**src/rtl/mc_control.sv**
```systemverilog
// Multi-cycle MIPS-subset control unit: instruction decode plus the FETCH..WB sequencer,
// with a down-counter that sets how long the FSM waits in MDU_WAIT for the multiply/divide unit.
module mc_control #(
  parameter int MULT_LAT = 5,
  parameter int DIV_LAT  = 10,
  parameter int CNT_W    = 4
) (
  input  logic        clk,
  input  logic        reset,
  input  logic [31:0] instr,
  input  logic        eq,
  input  logic        mem_ready,
  output logic        PcWe,
  output logic        IrWe,
  output logic        WeGrf,
  output logic        WeDm,
  output logic [1:0]  RegDst,
  output logic [1:0]  WhichtoReg,
  output logic        AluSrc,
  output logic [2:0]  AluOp,
  output logic        sign,
  output logic        branch,
  output logic        JType,
  output logic        jr,
  output logic        MduStart,
  output logic [1:0]  MduOp,
  output logic        busy,
  output logic [2:0]  state
);

  // state    | meaning
  // FETCH    | load IR, PC <= PC+4
  // DECODE   | resolve jumps, filter no-ops
  // EXEC     | ALU / branch resolve / MDU launch
  // MEM      | wait for data memory
  // WB       | register-file write
  // MDU_WAIT | count down MDU latency
  localparam logic [2:0] FETCH    = 3'd0;
  localparam logic [2:0] DECODE   = 3'd1;
  localparam logic [2:0] EXEC     = 3'd2;
  localparam logic [2:0] MEM      = 3'd3;
  localparam logic [2:0] WB       = 3'd4;
  localparam logic [2:0] MDU_WAIT = 3'd5;

  localparam logic [CNT_W-1:0] MULT_CNT = CNT_W'(MULT_LAT);
  localparam logic [CNT_W-1:0] DIV_CNT  = CNT_W'(DIV_LAT);
  localparam logic [CNT_W-1:0] CNT_ONE  = CNT_W'(1);

  logic [5:0] op, fn;
  logic rtype, nop_word;
  logic is_addu, is_subu, is_ori, is_lw, is_sw, is_beq, is_lui;
  logic is_j, is_jal, is_jr, is_mult, is_div, is_mfhi, is_mflo;
  logic is_jump, is_md, is_wb, valid;

  assign op       = instr[31:26];
  assign fn       = instr[5:0];
  assign rtype    = (op == 6'h00);
  assign nop_word = (instr == 32'd0);

  assign is_addu = rtype && (fn == 6'h21);
  assign is_subu = rtype && (fn == 6'h23);
  assign is_jr   = rtype && (fn == 6'h08);
  assign is_mult = rtype && (fn == 6'h18);
  assign is_div  = rtype && (fn == 6'h1a);
  assign is_mfhi = rtype && (fn == 6'h10);
  assign is_mflo = rtype && (fn == 6'h12);
  assign is_ori  = (op == 6'h0d);
  assign is_lw   = (op == 6'h23);
  assign is_sw   = (op == 6'h2b);
  assign is_beq  = (op == 6'h04);
  assign is_lui  = (op == 6'h0f);
  assign is_j    = (op == 6'h02);
  assign is_jal  = (op == 6'h03);

  assign is_jump = is_j | is_jal | is_jr;
  assign is_md   = is_mult | is_div;
  assign is_wb   = is_addu | is_subu | is_ori | is_lui | is_mfhi | is_mflo;
  assign valid   = !nop_word &&
                   (is_jump | is_md | is_wb | is_lw | is_sw | is_beq);

  // Datapath selects depend only on the instruction word.
  always_comb begin
    RegDst     = is_jal ? 2'b10 : (is_ori | is_lw | is_lui) ? 2'b01 : 2'b00;
    WhichtoReg = is_lw ? 2'b01 : is_jal ? 2'b10 : (is_mfhi | is_mflo) ? 2'b11 : 2'b00;
    AluSrc     = is_ori | is_lw | is_sw | is_lui;
    sign       = is_lw | is_sw | is_beq;
    AluOp      = (is_subu | is_beq) ? 3'b001 : is_ori ? 3'b011 : is_lui ? 3'b100 : 3'b000;
    MduOp      = is_div ? 2'b01 : is_mfhi ? 2'b10 : is_mflo ? 2'b11 : 2'b00;
  end

  logic [2:0]       nxt;
  logic [CNT_W-1:0] cnt, cnt_nxt;
  logic pc_we, ir_we, we_grf, we_dm, br, jt, jrs, ms, bz;

  always_comb begin
    nxt     = state;
    cnt_nxt = cnt;
    pc_we   = 1'b0;
    ir_we   = 1'b0;
    we_grf  = 1'b0;
    we_dm   = 1'b0;
    br      = 1'b0;
    jt      = 1'b0;
    jrs     = 1'b0;
    ms      = 1'b0;
    bz      = 1'b0;
    case (state)
      FETCH: begin
        ir_we = 1'b1;
        pc_we = 1'b1;
        nxt   = DECODE;
      end
      DECODE: begin
        if (is_jump) begin
          pc_we  = 1'b1;
          jt     = is_j | is_jal;
          jrs    = is_jr;
          we_grf = is_jal;
          nxt    = FETCH;
        end else begin
          nxt = valid ? EXEC : FETCH;
        end
      end
      EXEC: begin
        if (is_beq) begin
          br    = eq;
          pc_we = eq;
          nxt   = FETCH;
        end else if (is_lw | is_sw) begin
          nxt = MEM;
        end else if (is_md) begin
          ms      = 1'b1;
          cnt_nxt = is_mult ? MULT_CNT : DIV_CNT;
          nxt     = MDU_WAIT;
        end else begin
          nxt = is_wb ? WB : FETCH;
        end
      end
      MEM: begin
        if (mem_ready) begin
          we_dm = is_sw;
          nxt   = is_lw ? WB : FETCH;
        end
      end
      WB: begin
        we_grf = 1'b1;
        nxt    = FETCH;
      end
      MDU_WAIT: begin
        bz = 1'b1;
        // Exit at 1 so the counter never wraps through zero.
        if (cnt <= CNT_ONE) begin
          cnt_nxt = '0;
          nxt     = FETCH;
        end else begin
          cnt_nxt = cnt - CNT_ONE;
        end
      end
      default: nxt = FETCH;
    endcase
  end

  always_ff @(posedge clk or negedge reset) begin
    if (!reset) begin
      state <= FETCH;
      cnt   <= '0;
    end else begin
      state <= nxt;
      cnt   <= cnt_nxt;
    end
  end

  // Enables are gated by reset so nothing fires while held, regardless of clk.
  assign PcWe     = reset & pc_we;
  assign IrWe     = reset & ir_we;
  assign WeGrf    = reset & we_grf;
  assign WeDm     = reset & we_dm;
  assign branch   = reset & br;
  assign JType    = reset & jt;
  assign jr       = reset & jrs;
  assign MduStart = reset & ms;
  assign busy     = reset & bz;

endmodule
```
**config.mk**
```make
export PLATFORM = sky130hd
export DESIGN_NAME = mc_control
export DESIGN_NICKNAME = d
export VERILOG_FILES = /design/src/rtl/mc_control.sv
export SDC_FILE = /design/constraint.sdc
export NUM_CORES = 1
export LEC_CHECK = 0
export ABC_AREA = 0
export CAP_MARGIN = 20
export CORE_UTILIZATION = 36
export DETAILED_ROUTE_END_ITERATION = 6
export PLACE_DENSITY = 0.8
export SLEW_MARGIN = 20
export SYNTH_ARGS = -nofsm -noshare
export SYNTH_HDL_FRONTEND = slang
export SYNTH_SLANG_ARGS = --single-unit
```
**constraint.sdc**
```tcl
create_clock -name clk -period 2 [get_ports clk]
set_input_delay 0.2 -clock clk [delete_from_list [all_inputs] [get_ports clk]]
set_output_delay 0.2 -clock clk [all_outputs]
set_load 0.05 [all_outputs]
```
---- Yosys cells after proc, flatten, opt, wreduce, memory -nomap -nowiden ----
Cells that the tools add are included.
storage, ports and cells
  flip-flop bits (word level) ............. 7
  bits of input ports ..................... 36
  output and inout bits ................... 23
cells by class
  $add $sub $neg .......................... 1
  magnitude comparators ................... 1
  equal/unequal tests ..................... 24
  muxes and demuxes ....................... 45
  bitwise operators ....................... 30
  reductions and logical operators ........ 15
operators with widths
  cell                   count
  $logic_not A32 Y1      1
  $mux W3                10
  $eq A6 B5 Y1 const B   4
  $eq A6 B6 Y1 const B   4
  $or A1 B1 Y1           21
  $mux W4                5
  $eq A6 B4 Y1 const B   3
  $mux W2                9
  $mux W1                17
  $pmux W3 S5            1
  $eq A6 B2 Y1 const B   2
  $ne A2 B2 Y1 const B   5
  $and A1 B1 Y1          9
  $logic_and A1 B1 Y1    8
  $pmux W4 S2            1
  $eq A3 B2 Y1 const B   2
  $eq A3 B3 Y1 const B   2
  $eq A6 B3 Y1 const B   1
  $logic_not A6 Y1       1
  $le A4 B1 Y1 const B   1
  $reduce_and A4 Y1      1
  $sub A4 B1 Y4 const B  1
  $eq A3 B1 Y1 const B   1
  $logic_not A3 Y1       1
  other kinds (5)        5

---- Longest topological paths before layout ----
Gate-level depths: netlist of run 1.
  word-level depth ........................ 15
  depth in mapped cells ................... 6

---- Worst setup path after synthesis of run 1 ----
Ideal clock, no wire load.
  path kind ............................... input to output
  start point ............................. input instr[29]
  end point ............................... output WhichtoReg[0]
  arrival ................................. 2,591 ps
  path slack .............................. -791 ps
  stages on the path ...................... 5
  cell sequence ........................... buf_6 > nor4_4 > nand3b_1 > nor3_1 > o21bai_1
on the way
  longest elaborated chain between the ends .. 6
RTL lines
  what                                    line    RTL
  from (decl)                             10      input logic [31:0] instr,
  $logic_not A6 Y1                        57      assign rtype = (op == 6'h00);
  $logic_and A1 B1 Y1 (on tied branches)  65, 66
  $or A1 B1 Y1                            84      WhichtoReg = is_lw ? 2'b01 : is_jal ? 2'b10 : (is_mfhi | is_mflo) ? 2'b11 : 2'b00;
  $mux W2 (2 in series)                   84
  $mux W2 (*)                             84
  to (decl)                               18      output logic [1:0] WhichtoReg,
Mark *: on every way between the ends. The rest lies on a longest branch, timed or not.

---- Worst setup path in the final report of run 1 ----
  start point ............................. input instr[3]
  end point ............................... output PcWe
on the way
  longest elaborated chain between the ends .. 6
RTL lines
  what                 line  RTL
  $eq A6 B4 Y1         62    assign is_jr = rtype && (fn == 6'h08);
  $logic_and A1 B1 Y1  62
  $or A1 B1 Y1         75    assign is_jump = is_j | is_jal | is_jr;
  $mux W1              114   if (is_jump) begin
  $pmux W1 S3          107   case (state)
  $and A1 B1 Y1        174   assign PcWe = reset & pc_we;
  to (decl)            13    output logic PcWe,
Every way passes these cells.

==> summary.txt, run 1 <==
Worst setup path
  – CP max FO: 4
  – R2R Setup Slk: 180 ps
  – Crit end category: output port
  – CP Data Required Time: about 1800 ps
  – WS Path Type: in2out
  – Critical Path Start Type: input port
  – Critical path arrival: around 1900 ps

Finish
  – Share of cells above drive strength 1: roughly two fifths
  – Final #Nets: 246
  – # diodes: 0
  – FILL cells: 89
  – Final Util: between 90 and 100%
  – Design Area, Final: 2082 um2
  – Area grow syn2layout: 129.5%

Timing
  – Final Hold Viols: 0
  – Slew margin rel.: around 64%
  – Final Max Slew Viols: 0
  – Hold_ws: ~300 ps
  – Worst slew pin tran: 534.4 ps
  – Final min period: about 2100 ps
  – Worst Skew: 3.519 ps
  – Achievable Freq: ~0.48 GHz
  – Tcrit/Tclk final: 103.2%
  – Setup violators final: 1
  – Final WS setup: -63.36 ps

Drt
  – DRT antenna net count: 0
  – Wire per inst: about 23 um
  – Via count: about 1.5k
  – # DRC: 0
  – DRT Pass-1 Iters: 4
  – Final wirelength: ~5.3 mm
  – Iteration-0 DRC Markers: just under 80
  – Routed vias/inst: approximately 6.5

Synthesis
  – Seq cells post-synth: 7
  – Most common cell in the netlist: nor2_1
  – Synth top area cells: dfrtp_1, nor2_1, nor3_1
  – Synth Area per Inst: between 7 and 8 um2
  – Part of the Yosys area used for sequential elements: between 10% and 20%
  – Mapped Cells: about 120
  – Yosys cell types: 43
  – Leading area contributor after synthesis: dfrtp_1
  – Top-area cell type share of the netlist area: 19.31%
  – Synthesized net count: ~160
  – Top cells by count, synth: nor2_1, nand2_1, nor3_1, dfrtp_1
  – Ys Warns: 0
  – Most frequently used flop master after synthesis: dfrtp_1
  – Fraction of registers with async set/reset: 100.0%
  – Post-synth EDFFs: 0
  – Mapped cell area: 907.1 um2

Status
  – Status: finished, violations left
  – Failing checks: setup timing

Clock tree
  – TritonCTS Buffers: 3
  – Worst-path clk slew: ~60 ps
  – Post-CTS Hold Fix Bufs: 0
  – CTS max path bufs: 2
  – Root Buffer: clkbuf_4
  – CTS H-Tree Depth: 1
  – Clock tree from TritonCTS: built
  – Clock Sinks: 7
  – Clock latency at the later pin of the worst-skew pair: roughly 250 ps

Global routing
  – Met3 Track Usage GR: under 10%
  – First-pass GRT wire length: approximately 7 mm
  – GRT overflow: 0
  – Initial antenna violation count: 0
  – Met1 Use GR: a little over a third
  – Met2 usage: roughly two thirds
  – Gr busiest metal: met2
  – Total Routing Usage GR: a little over a third
  – Number of global-route vias before repair: ~1.5k
  – Largest net degree at the start of global routing: 12

Placed design
  – Placed Instance Area: slightly below 2000 um2
  – IO Port Bufs: 58
  – GP Congestion: 0.7935
  – Hpwl dp: ~3.4 mm

Die
  – Die ar.: between 2000 and 3000 um2
  – Rows: 17
  – Top Ports: 59
  – Core Box Area: 2297 um2
  – Die span in x: 52.20 um
  – Die Height: 52.20 um
  – Initial Util: between 30% and 40%

Power and ir drop
  – Switch share: a little under half
  – P_leak: just over 0.9 nW
  – Sequential power share: approximately a quarter
  – P per Cell Area: between 400 and 500 nW/um2
  – Logic pwr share: between 60% and 70%
  – Sw power: 0.4527 mW
  – Cell-internal power: a little over 0.5 mW
  – Clock Power Share: 13.7%
  – VDD IR max: 0.7606 mV

Job
  – Max Cap Viol: 0

Worst hold path
  – HP Class: in2async
-- registers in the layout, summed over array words and instances, names as in the netlist --
| signal | cells |
|---|---|
| cnt | 4 |
| state | 3 |
-- power groups by stage --
| stage | sequential, mW | combinational, mW | clock (mW) |
|---|---|---|---|
| after CTS | 0.224 | 0.572 | 0.131 |
| after global routing | 0.233 | 0.641 | 0.139 |
| after global placement | 0.220 | 0.539 | 0 |
| final | 0.229 | 0.610 | 0.133 |
| after floorplan | 0.255 | 0.263 | 0 |
| after detailed placement | 0.225 | 0.561 | 0 |
-- critical path, cell delays in order --
cell             delay, ps
clkdlybuf4s50_1        590
nor2b_4                270
nand4_1                190
a21oi_2                210
a21oi_2                 60
nor2_2                 180
buf_12                 160
-- stage by stage --
stage | worst slack [ps] | TNS (ps) | power, mW | instances
final | -63.36 | -63.36 | 0.9725 | 235
after global routing | -161.7 | -260.8 | 1.013 | 235
after CTS | -59.71 | -196.9 | 0.9265 | 234
after detailed placement | -243.8 | -1590 | 0.7867 | 230
after global placement | -108.5 | -530.1 | 0.7587 | 230
after floorplan | -138.3 | -542.5 | 0.5180 | 121
-- cells in the final DEF (no fill, tap or decap), drive strengths merged, types with 3 or more instances in the layout --
master / count
a21oi: 6
buf: 51
clkbuf: 5
clkdlybuf4s50: 28
dfrtp: 7
dlygate4sd2: 3
dlymetal6s2s: 5
inv: 5
nand2: 9
nand3: 5
nand4: 4
nand4b: 5
nor2: 13
nor2b: 3
nor3: 9
nor4: 7
o21ai: 7
or2: 4
-- cell type report --
class / count / area [um2] / share of cell area, %
Clock buffer: 4 / 26.28 / 1.262
Inverter: 5 / 18.77 / 0.9014
Multi-Input combinational cell: 103 / 818.3 / 39.30
Sequential cell: 7 / 176.4 / 8.474
Tap cell: 28 / 35.03 / 1.683
Timing Repair Buffer: 88 / 1007 / 48.38
-- final timing paths --
check                           from  endpoint  cells after the start
max                         instr[3]      PcWe                      7
min                            reset    cnt[3]                      2
max reg2reg                   cnt[1]    cnt[1]                      6
min reg2reg                   cnt[1]    cnt[1]                      1
max in group asynchronous      reset  state[2]                      2
min in group clk           instr[29]  state[2]                      3
-- kinds of logic after synthesis --
family | after synthesis | share of synthesized area (%)
AO/OA/AOI/OAI | 27 | 20.83
adder cells (fa/ha/maj) | 2 | 2.758
buffers and inverters | 11 | 5.793
flip-flops | 7 | 19.31
multiplexers | 2 | 3.310
AND/OR/NAND/NOR | 72 | 48.00
-- per-layer routing --
metal / vias to the layer above / share of wire, %
li1: 636 / -
met1: 705 / 34
met2: 146 / 51
met3: 39 / 8.8
met4: 0 / 6.4
met5: - / 0
-- what timing repair did --
item / in CTS / in global routing
resized for setup: 16 / 16
gates cloned: 0 / 0
pin swaps: 1 / 6
setup endpoints to repair: 15 / 16
buffers inserted: 0 / 1
No activity file was read; power rests on OpenSTA's default activity.
==> run 2: changes to the inputs <==
--- a/config.mk
+++ b/config.mk
@@ -10,6 +10,7 @@
 export CORE_UTILIZATION = 36
 export DETAILED_ROUTE_END_ITERATION = 6
 export PLACE_DENSITY = 0.8
+export SKIP_LAST_GASP = 1
 export SLEW_MARGIN = 20
 export SYNTH_ARGS = -nofsm -noshare
 export SYNTH_HDL_FRONTEND = slang
==> run 2 against run 1 <==
  * The run still ends with setup timing left
  * Flip-flop and latch count is the same
  * Non-clock buffer count shrank 1
  * Clock power is essentially flat
  * Final cell count shrank 0.43%
  * Die area is the same
  * Core utilization shrank 0.44 points
  * Critical path type unchanged
  * Largest power group unchanged
  * Highest routed layer unchanged
==> summary.txt, run 2 (same netlist as run 1, synthesis figures left out) <==
Status
  – Status: finished, violations left
  – Failing checks: setup timing

Finish
  – Post-route insts no fill: roughly 230
  – Final #Nets: ~250
  – Commonest non-fill, non-tap cell in the layout: buf_4
  – Share of cells above drive strength 1: between 40% and 50%
  – Max reg flops: 4
  – Area of the multi-input gates: 814.5 um2
  – Final Util: 90.20%
  – Most frequent cells in the layout: buf_4, clkdlybuf4s50_1, buf_12, nor2_1, nand2_1
  – Area grow syn2layout: 128.4%
  – Most flops, register: cnt
  – # diodes: 0
  – FF/Latch Area: 176.4 um2
  – Top flop regs: cnt: 4 flops, state: 3 flops
  – FILL cells: 86

Worst setup path
  – Critical path arrival: 1860 ps
  – Worst setup path start: instr[5]
  – CP max FO: 2
  – Worst r2r src: cnt[1]
  – Critical Path Start Type: input port
  – CP Data Required Time: 1800 ps
  – WS Path Type: in2out
  – Crit end category: output port

Drt
  – Routed vias/inst: approximately 6.3
  – Wire per inst: around 21 um
  – DRT antenna net count: 0
  – # DRC: 0
  – DRT Pass-1 Iters: 4
  – Via count: 1469
  – Iteration-0 DRC Markers: 41
  – Final wirelength: 4.945 mm

Clock tree
  – Root Buffer: clkbuf_4
  – Clock Sinks: 7
  – CTS max path bufs: 2
  – Clock tree from TritonCTS: built
  – Clock latency at the later pin of the worst-skew pair: around 250 ps
  – Post-CTS setup buffer count: 0
  – Worst-path clk slew: 60 ps
  – CTS H-Tree Depth: 1
  – TritonCTS Buffers: 3

Timing
  – TNS Setup: -79.69 ps
  – Final Max Slew Viols: 0
  – Worst slew pin tran: around 490 ps
  – Tcrit/Tclk final: 103.2%
  – Final Hold Viols: 0
  – Final min period: between 2000 and 2500 ps
  – Final WS setup: -63.62 ps
  – Slew margin rel.: approximately 67%
  – Achievable Freq: approximately 0.48 GHz
  – RSZ-0062 raised after global routing: yes
  – Setup violators final: 3
  – Worst Skew: between 2 and 3 ps

Global routing
  – GRT overflow: 0
  – Total Routing Usage GR: 34.38%
  – Initial antenna violation count: 0
  – First-pass GRT wire length: about 6.8 mm
  – Number of global-route vias before repair: ~1.5k
  – Largest net degree at the start of global routing: 12

Placed design
  – Hpwl dp: 3.373 mm
  – IO Port Bufs: 58
  – Cells after DPL: between 200 and 250
  – GP Congestion: between 0.7 and 0.8

Die
  – Die Height: between 50 and 60 um
  – Rows: 17
  – Core Box Area: between 2000 and 2500 um2
  – Die span in x: between 50 and 60 um
  – Initial Util: between 30% and 40%
  – Die ar.: between 2000 and 3000 um2
  – Top Ports: approximately 60

Power and ir drop
  – VDD IR max: 0.7520 mV
  – P_leak: roughly 0.9 nW
  – P per Cell Area: about 460 nW/um2

Worst hold path
  – HP Class: in2async

Job
  – Max Cap Viol: 0
[run 2: changes by cell type in the layout (fill, tap and decap cells not counted)]
cell,delta
a21oi_1,+1
clkdlybuf4s50_1,+1
dlymetal6s2s_1,-1
clkbuf_2,-1
buf_4,-1
a21oi_2,-1
dlygate4sd2_1,+1
[run 2: repair_timing]
item,4_1_cts,5_1_grt
gates resized for setup,15,13
hold buffers,0,0
pin swaps,1,6
endpoints found under the setup margin,15,15
endpoints found under the hold margin,0,0
[run 2: path summary, 6_finish.rpt]
kind | endpoint | slack, ps | cells past startpoint
worst max register to register | cnt[1] | 210 | 6
worst max-delay path | PcWe | -60 | 8
min in group clk | cnt[1] | 590 | 1
max in group asynchronous | state[2] | 1550 | 2
worst min register to register | cnt[1] | 590 | 1
worst min-delay path | cnt[3] | 300 | 2
[run 2: per-layer routing]
layer | GRT usage (%) | wire length [um] | up-vias | part of all wire [%]
li1 | - | - | 631 | -
met1 | 34.80 | 1762 | 686 | 36
met2 | 64.32 | 2553 | 119 | 52
met3 | 7.536 | 368 | 33 | 7.4
met4 | 18.86 | 260 | 0 | 5.3
met5 | 0 | 0 | - | 0
[run 2: power by group]
part / internal [mW] / switching (mW) / total (mW)
clock: 0.0764 / 0.0566 / 0.133
combinational: 0.266 / 0.332 / 0.598
sequential: 0.175 / 0.0555 / 0.230
[run 2: area by class of cell]
type | instances | area share [%]
tap | 28 | 1.691
inverter | 5 | 0.9058
sequential | 7 | 8.514
clock buffer | 4 | 1.268
timing repair buffer | 87 | 48.31
multi-input combinational | 103 | 39.31
[run 2: stage by stage]
stage               worst slack [ps]  total power [mW]  cell area [um2]  hold WS (ps)
floorplan                     -138.3            0.5180            958.4        -95.59
global placement              -108.5            0.7587             1956         525.5
detailed placement            -243.8            0.7867             1956         532.7
CTS                           -59.74            0.9258             2024         278.8
global route                  -84.68             1.003             2072         314.7
finish                        -63.62            0.9611             2072         300.3
[run 2: worst max-delay path, cell delays in order]
cell             delay (ps)
clkdlybuf4s50_1         430
buf_4                   160
nor4_4                  290
nand4_1                 200
a21oi_2                 170
a21oi_1                  70
nor2_2                  180
buf_12                  160
